`src/rtl/plotter_pkg.sv`:
```
// Shared types and constants for the pen plotter datapath.
// Coordinates are 9-bit; X=Y=511 marks the end of the drawing.
package plotter_pkg;

    localparam int COORD_W   = 9;
    localparam int X_MAX_DEF = 279;
    localparam int Y_MAX_DEF = 254;

    localparam logic [COORD_W-1:0] SENTINEL = 9'd511;

    typedef enum logic [2:0] {
        ST_IDLE     = 3'd0,
        ST_REQ      = 3'd1,
        ST_WAIT_POS = 3'd2,
        ST_PEN      = 3'd3,
        ST_CALC     = 3'd4,
        ST_STEP_HI  = 3'd5,
        ST_STEP_LO  = 3'd6,
        ST_DONE     = 3'd7
    } state_t;

    function automatic logic [COORD_W-1:0] clamp_coord(input logic [COORD_W-1:0] v,
                                                       input logic [COORD_W-1:0] lim);
        return (v > lim) ? lim : v;
    endfunction

    function automatic logic [COORD_W-1:0] abs_diff(input logic [COORD_W-1:0] a,
                                                    input logic [COORD_W-1:0] b);
        return (a >= b) ? (a - b) : (b - a);
    endfunction

endpackage

```
`src/rtl/step_pulse_gen.sv`:
```
// Step pulse timer: one STEP_PERIOD-long frame per go, high for STEP_HIGH cycles
// on the axes enabled at go. A go on the last frame cycle starts the next frame seamlessly.
module step_pulse_gen #(
    parameter int STEP_PERIOD = 5000,
    parameter int STEP_HIGH   = 100
) (
    input  logic iCLK,
    input  logic iRST,
    input  logic go,
    input  logic stepx_en,
    input  logic stepy_en,
    output logic oStepX,
    output logic oStepY,
    output logic last_high,
    output logic period_done
);

    localparam int               CNT_W    = $clog2(STEP_PERIOD + 1);
    localparam logic [CNT_W-1:0] HI_LAST  = CNT_W'(STEP_HIGH - 1);
    localparam logic [CNT_W-1:0] PER_LAST = CNT_W'(STEP_PERIOD - 1);

    logic             r_active;
    logic [CNT_W-1:0] r_cnt;
    logic             r_step_x;
    logic             r_step_y;

    assign last_high   = r_active && (r_cnt == HI_LAST);
    assign period_done = r_active && (r_cnt == PER_LAST);
    assign oStepX      = r_step_x;
    assign oStepY      = r_step_y;

    // Frame counter and registered step outputs.
    always_ff @(posedge iCLK) begin
        if (!iRST) begin
            r_active <= 1'b0;
            r_cnt    <= {CNT_W{1'b0}};
            r_step_x <= 1'b0;
            r_step_y <= 1'b0;
        end else if (go) begin
            r_active <= 1'b1;
            r_cnt    <= {CNT_W{1'b0}};
            r_step_x <= stepx_en;
            r_step_y <= stepy_en;
        end else if (r_active) begin
            if (period_done) begin
                r_active <= 1'b0;
                r_cnt    <= {CNT_W{1'b0}};
            end else begin
                r_cnt <= r_cnt + CNT_W'(1);
            end
            if (last_high) begin
                r_step_x <= 1'b0;
                r_step_y <= 1'b0;
            end
        end
    end

endmodule

```
`src/rtl/pos_to_stepper.sv`:
```
// Pulls pen targets from the upstream position stage and walks two stepper
// motors along a Bresenham line to each one, lifting/lowering the pen as asked.
module pos_to_stepper
    import plotter_pkg::*;
#(
    parameter int STEP_PERIOD = 5000,
    parameter int STEP_HIGH   = 100,
    parameter int PEN_WAIT    = 500000,
    parameter int X_MAX       = X_MAX_DEF,
    parameter int Y_MAX       = Y_MAX_DEF
) (
    input  logic               iCLK,
    input  logic               iRST,
    input  logic               iStart,
    output logic               oPOS_REQUEST,
    input  logic [COORD_W-1:0] iX,
    input  logic [COORD_W-1:0] iY,
    input  logic               iDone,
    input  logic               iDown,
    output logic               oStepX,
    output logic               oDirX,
    output logic               oStepY,
    output logic               oDirY,
    output logic               oPen,
    output logic               oBusy,
    output logic               oFinish,
    output logic [COORD_W-1:0] oCurX,
    output logic [COORD_W-1:0] oCurY
);

    localparam int                 PEN_CW   = $clog2(PEN_WAIT + 1);
    localparam logic [PEN_CW-1:0]  PEN_LAST = PEN_CW'(PEN_WAIT - 1);
    localparam logic [COORD_W-1:0] X_LIM    = COORD_W'(X_MAX);
    localparam logic [COORD_W-1:0] Y_LIM    = COORD_W'(Y_MAX);

    state_t              r_state;
    logic                r_req;
    logic                r_pen;
    logic                r_busy;
    logic                r_finish;
    logic                r_dir_x;
    logic                r_dir_y;
    logic                r_go;
    logic [COORD_W-1:0]  r_cur_x;
    logic [COORD_W-1:0]  r_cur_y;
    logic [COORD_W-1:0]  r_tgt_x;
    logic [COORD_W-1:0]  r_tgt_y;
    logic [COORD_W-1:0]  r_dx;
    logic [COORD_W-1:0]  r_dy;
    logic signed [10:0]  r_err;
    logic [PEN_CW-1:0]   r_pen_cnt;

    logic                w_step_x;
    logic                w_step_y;
    logic                w_last_high;
    logic                w_period_done;
    logic                w_go;
    logic                w_en_x;
    logic                w_en_y;
    logic                w_at_tgt;
    logic [COORD_W-1:0]  w_calc_dx;
    logic [COORD_W-1:0]  w_calc_dy;
    logic signed [11:0]  w_e2;
    logic signed [11:0]  w_dx_s;
    logic signed [11:0]  w_dy_s;
    logic signed [10:0]  w_dx_e;
    logic signed [10:0]  w_dy_e;

    assign w_calc_dx = abs_diff(r_tgt_x, r_cur_x);
    assign w_calc_dy = abs_diff(r_tgt_y, r_cur_y);
    assign w_e2      = $signed({r_err, 1'b0});
    assign w_dx_s    = $signed({3'b000, r_dx});
    assign w_dy_s    = $signed({3'b000, r_dy});
    assign w_dx_e    = $signed({2'b00, r_dx});
    assign w_dy_e    = $signed({2'b00, r_dy});
    assign w_at_tgt  = (r_cur_x == r_tgt_x) && (r_cur_y == r_tgt_y);
    // Axis guards keep the walk from overshooting a target already reached on that axis.
    assign w_en_x    = (w_e2 > -w_dy_s) && (r_cur_x != r_tgt_x);
    assign w_en_y    = (w_e2 < w_dx_s) && (r_cur_y != r_tgt_y);
    // Back-to-back frames are launched on the final low cycle so the step rate is exact.
    assign w_go      = ((r_state == ST_STEP_HI) && r_go) ||
                       ((r_state == ST_STEP_LO) && w_period_done && iStart && !w_at_tgt);

    step_pulse_gen #(
        .STEP_PERIOD (STEP_PERIOD),
        .STEP_HIGH   (STEP_HIGH)
    ) u_pulse (
        .iCLK        (iCLK),
        .iRST        (iRST),
        .go          (w_go),
        .stepx_en    (w_en_x),
        .stepy_en    (w_en_y),
        .oStepX      (w_step_x),
        .oStepY      (w_step_y),
        .last_high   (w_last_high),
        .period_done (w_period_done)
    );

    assign oPOS_REQUEST = r_req;
    assign oStepX       = w_step_x;
    assign oStepY       = w_step_y;
    assign oDirX        = r_dir_x;
    assign oDirY        = r_dir_y;
    assign oPen         = r_pen;
    assign oBusy        = r_busy;
    assign oFinish      = r_finish;
    assign oCurX        = r_cur_x;
    assign oCurY        = r_cur_y;

    // Main sequencer: handshake, pen control and Bresenham bookkeeping.
    always_ff @(posedge iCLK) begin
        if (!iRST) begin
            r_state   <= ST_IDLE;
            r_req     <= 1'b0;
            r_pen     <= 1'b0;
            r_busy    <= 1'b0;
            r_finish  <= 1'b0;
            r_dir_x   <= 1'b0;
            r_dir_y   <= 1'b0;
            r_go      <= 1'b0;
            r_cur_x   <= {COORD_W{1'b0}};
            r_cur_y   <= {COORD_W{1'b0}};
            r_tgt_x   <= {COORD_W{1'b0}};
            r_tgt_y   <= {COORD_W{1'b0}};
            r_dx      <= {COORD_W{1'b0}};
            r_dy      <= {COORD_W{1'b0}};
            r_err     <= 11'sd0;
            r_pen_cnt <= {PEN_CW{1'b0}};
        end else begin
            r_req <= 1'b0;
            r_go  <= 1'b0;
            case (r_state)
                ST_IDLE: begin
                    if (iStart) begin
                        r_state <= ST_REQ;
                        r_req   <= 1'b1;
                        r_busy  <= 1'b1;
                    end
                end
                ST_REQ: begin
                    if (!iStart) begin
                        r_state <= ST_IDLE;
                        r_pen   <= 1'b0;
                        r_busy  <= 1'b0;
                    end else begin
                        r_state <= ST_WAIT_POS;
                    end
                end
                ST_WAIT_POS: begin
                    if (!iStart) begin
                        r_state <= ST_IDLE;
                        r_pen   <= 1'b0;
                        r_busy  <= 1'b0;
                    end else if (iDone) begin
                        if ((iX == SENTINEL) && (iY == SENTINEL)) begin
                            r_state  <= ST_DONE;
                            r_finish <= 1'b1;
                            r_pen    <= 1'b0;
                            r_busy   <= 1'b0;
                        end else begin
                            r_tgt_x <= clamp_coord(iX, X_LIM);
                            r_tgt_y <= clamp_coord(iY, Y_LIM);
                            if (iDown != r_pen) begin
                                r_pen     <= iDown;
                                r_pen_cnt <= {PEN_CW{1'b0}};
                                r_state   <= ST_PEN;
                            end else begin
                                r_state <= ST_CALC;
                            end
                        end
                    end
                end
                ST_PEN: begin
                    if (!iStart) begin
                        r_state <= ST_IDLE;
                        r_pen   <= 1'b0;
                        r_busy  <= 1'b0;
                    end else if (r_pen_cnt == PEN_LAST) begin
                        r_state <= ST_CALC;
                    end else begin
                        r_pen_cnt <= r_pen_cnt + PEN_CW'(1);
                    end
                end
                ST_CALC: begin
                    if (!iStart) begin
                        r_state <= ST_IDLE;
                        r_pen   <= 1'b0;
                        r_busy  <= 1'b0;
                    end else begin
                        r_dx    <= w_calc_dx;
                        r_dy    <= w_calc_dy;
                        r_err   <= $signed({2'b00, w_calc_dx}) - $signed({2'b00, w_calc_dy});
                        r_dir_x <= (r_tgt_x >= r_cur_x);
                        r_dir_y <= (r_tgt_y >= r_cur_y);
                        if (w_at_tgt) begin
                            r_state <= ST_REQ;
                            r_req   <= 1'b1;
                        end else begin
                            r_state <= ST_STEP_HI;
                            r_go    <= 1'b1;
                        end
                    end
                end
                ST_STEP_HI: begin
                    if (w_last_high) begin
                        if (w_step_x) begin
                            r_cur_x <= r_dir_x ? (r_cur_x + 9'd1) : (r_cur_x - 9'd1);
                        end
                        if (w_step_y) begin
                            r_cur_y <= r_dir_y ? (r_cur_y + 9'd1) : (r_cur_y - 9'd1);
                        end
                        r_err   <= r_err - (w_step_x ? w_dy_e : 11'sd0)
                                         + (w_step_y ? w_dx_e : 11'sd0);
                        r_state <= ST_STEP_LO;
                    end
                end
                ST_STEP_LO: begin
                    if (w_period_done) begin
                        if (!iStart) begin
                            r_state <= ST_IDLE;
                            r_pen   <= 1'b0;
                            r_busy  <= 1'b0;
                        end else if (w_at_tgt) begin
                            r_state <= ST_REQ;
                            r_req   <= 1'b1;
                        end else begin
                            r_state <= ST_STEP_HI;
                        end
                    end
                end
                ST_DONE: begin
                    r_pen <= 1'b0;
                    if (!iStart) begin
                        r_state  <= ST_IDLE;
                        r_finish <= 1'b0;
                    end
                end
                default: begin
                    r_state <= ST_IDLE;
                    r_pen   <= 1'b0;
                    r_busy  <= 1'b0;
                end
            endcase
        end
    end

endmodule
```
`config.mk`:
```
export PLATFORM = sky130hd
export DESIGN_NAME = pos_to_stepper
export DESIGN_NICKNAME = d
export VERILOG_FILES = /design/src/rtl/plotter_pkg.sv /design/src/rtl/step_pulse_gen.sv /design/src/rtl/pos_to_stepper.sv
export SDC_FILE = /design/constraint.sdc
export NUM_CORES = 1
export LEC_CHECK = 0
export CAP_MARGIN = 20
export CORE_MARGIN = 2
export CORE_UTILIZATION = 30
export CTS_BUF_LIST = sky130_fd_sc_hd__clkbuf_16
export CTS_CLUSTER_SIZE = 28
export DETAILED_ROUTE_END_ITERATION = 16
export HOLD_SLACK_MARGIN = 0.02
export SKIP_CTS_REPAIR_TIMING = 1
export SLEW_MARGIN = 20
export SYNTH_ARGS = -nofsm -noshare
export SYNTH_HDL_FRONTEND = slang
export SYNTH_SLANG_ARGS = --single-unit
```
`constraint.sdc`:
```
create_clock -name iCLK -period 4 [get_ports iCLK]
set_input_delay 0.4 -clock iCLK [delete_from_list [all_inputs] [get_ports iCLK]]
set_output_delay 0.4 -clock iCLK [all_outputs]
set_load 0.005 [all_outputs]
```
==> out/results.tsv <==
metric	value	unit
status	finished clean	
fin_skew	0.0119	ns
synthArstFlopShare	0	
ys_warn_count	0	
combPwrFrac	0.485	
pre_cts_ws	-0.0250	ns
syn2layout_area_growth	17.3	%
htreeDepth	3	
ioPinCount	49	
synth_enable_flop_cells	0	
switching_power	1.74	mW
routed_wl	22300	um
post_drt_wl_per_cell	14.7	um
critPathLaunchType	flip-flop	
slew_viol_final	0	
antenna_found_initial	0	
power_density	424	nW/um^2
drcViolationCount	0	
fmax	0.264	GHz
syn_area	8640	um^2
min_period_over_period	0.945	
max_cap_viol_count	0	
grtUsageTotal	0.148	
multiInputGateArea	5980	um^2
clock_path_buffers	2	
hold_path_class	flip-flop to flip-flop	
clock_latency	0.36	ns
drt_iter0_drc	462	
die_height	174	um
setup_slack	0.219	ns
cts.sinks	110	
die_w	174	um
vias_per_cell	4.99	
period_needed	3.78	ns
worstSetupPathType	flip-flop to flip-flop	
ys_types	79	
ant_nets	0	
synthTopCellsByArea	dfxtp_1 25%, ha_1 13%, nor2_1 4.5%, inv_1 4.1%, a21oi_1 3.8%	
yosysTopAreaCellShare	0.255	
numCtsBuffers	9	
seq_area	2200	um^2
switching_share	0.406	
regToRegSetupSlack	0.22	ns
design.die.area	30200	um^2
final_layout_size_suffix_gt1_frac	0.0907	
utilization	0.355	
gr-total-overflow	0	
clockPowerShare	0.215	
worst_pin_slew	0.633	ns
critPathCaptureType	flip-flop	
gp_congestion	0.848	
grt_max_degree	48	
crit_fanout	6	
grt_pass1_wl	36900	um
cts.reportedPaths.clkPinSlew	0.08	ns
core-area	28500	um^2
finalNetCount	1262	
intPower	2.55	mW
diodes	0	
io_buffers	48	
grt_pass1_vias	7230	
syn_area_per_cell	8.12	um^2
ys.flop_type	dfxtp_1	
rsz0062_at_grt	no	
relSlewSlack	0.577	
first_pass_iters	5	
finalHoldViolations	0	
synth_fp_nets	1195	
tritoncts	built	
initial_core_util	0.303	
rows	62	
cts_root_buf	clkbuf_16	
arrival	4.01	ns
fillCellCount	3054	
crit_required	4.23	ns
setup_viol	0	
leakage	4.06	nW
ys_ff_latch	110	
synth.yosys.seq_area_share	0.255	
yosysTopAreaCell	dfxtp_1	
num_vias	7588	
ir_drop	0.000283	V
dp_hpwl	17400	um
syn_inst	1064	
seq_power_share	0.299	
[layout by cell type (no fill, tap or decap), types with 13 or more instances in the layout]
cell type and instances:
nand3_1 38, nor3_1 15, dfxtp_1 109, ha_1 90
a211oi_1 14, o21a_1 13, nor2_1 104, buf_4 46
o21ai_0 51, clkdlybuf4s50_1 47, a21oi_1 65, and2_1 15
nor2b_1 14, xnor2_1 33, fa_1 16, nand2_1 81
and3_1 15, inv_1 94, nand4_1 21, xor2_1 35
nand2b_1 18, mux2i_1 19
[synthesized netlist by cell type, drive strengths merged, types with 7 or more instances]
cell type and n:
a211oi 14, a21oi 66, xnor2 35, nor2b 14, or3 9, mux2i 22
and2 16, o31ai 7, nand2 82, o21ai 55, o311a 13, a31oi 12
and3 15, nand2b 18, nor2 105, buf 9, inv 94, clkbuf 29
dfxtp 110, o211ai 7, ha 92, xor2 36, fa 16, nand4 23
o21a 13, nand3b 8, o21bai 7, nand3 38, nor3 17, a21o 12
[worst paths after layout]
check / start / endpoint / cells past startpoint
worst max-delay path: oCurX[1]$_SDFFE_PN0P_ / r_err[8]$_SDFFE_PN0P_ / 16
worst min-delay path: r_tgt_x[8]$_SDFFE_PN0P_ / r_tgt_x[8]$_SDFFE_PN0P_ / 2
worst max register to register: oCurX[1]$_SDFFE_PN0P_ / r_err[8]$_SDFFE_PN0P_ / 16
worst min register to register: r_tgt_x[8]$_SDFFE_PN0P_ / r_tgt_x[8]$_SDFFE_PN0P_ / 2
[kinds of logic (layout without fill, tap and decap cells)]
kind of cell    after synthesis  count (layout)  share of synthesized area
compound gates              250             250                      0.196
xor+xnor                     71              71                     0.0720
fa+ha+maj                   108             108                      0.170
buf+inv                     132             204                     0.0592
flops                       110             110                      0.255
mux                          23              23                     0.0282
simple gates                370             370                      0.219
[power groups by stage]
| stage | clock [mW] | combinational, mW | sequential, mW |
|---|---|---|---|
| after floorplan | 0 | 1.57 | 1.26 |
| after global placement | 0 | 2.00 | 1.31 |
| after detailed placement | 0 | 2.03 | 1.31 |
| after CTS | 0.954 | 2.04 | 1.28 |
| after global routing | 0.985 | 2.32 | 1.30 |
| final | 0.925 | 2.08 | 1.29 |
[state kept, by name (all words and copies together) (netlist names), 3 cells and up]
register and cells:
r_tgt_y 9, r_state 3, oCurY 9, r_pen_cnt 19, r_err 11, r_dx 9
oCurX 9, r_tgt_x 9, r_dy 9, u_pulse.r_cnt 13
[stage by stage]
step | hold WS, ns | power, mW | instances | cell area [um^2] | TNS (ns)
after floorplan | 0.440 | 2.82 | 1064 | 8640 | 0
after global placement | 0.449 | 3.31 | 1500 | 9750 | 0
after detailed placement | 0.459 | 3.33 | 1500 | 9750 | -0.0384
after CTS | 0.470 | 4.28 | 1516 | 10100 | -0.112
after global routing | 0.495 | 4.60 | 1520 | 10100 | 0
final | 0.472 | 4.29 | 1520 | 10100 | 0
[final cells by class]
type | count | share of cell area
Clock buffer | 9 | 0.0222
Clock inverter | 7 | 0.00740
Inverter | 94 | 0.0348
Multi-Input combinational cell | 822 | 0.590
Sequential cell | 110 | 0.217
Tap cell | 384 | 0.0474
Timing Repair Buffer | 94 | 0.0809
[critical path, cell delays in order (launching register included)]
cell	delay (ns)
dfxtp_1	0.33
inv_1	0.05
ha_1	0.31
nor2b_1	0.14
o21a_1	0.19
o21a_1	0.21
nor3b_4	0.37
mux2i_1	0.27
xnor2_1	0.19
ha_1	0.32
nor2b_1	0.14
o21ai_0	0.22
a21oi_1	0.16
o31a_1	0.27
or3_1	0.31
nand3_1	0.09
a31oi_1	0.09
[routing by layer]
metal / up-vias / global-route usage / wire length, um
li1: 3875 / - / -
met1: 3579 / 0.203 / 11000
met2: 113 / 0.248 / 10300
met3: 21 / 0.0186 / 599
met4: 0 / 0.0368 / 354
met5: - / 0 / 0
(Power assumes the default switching activity.)
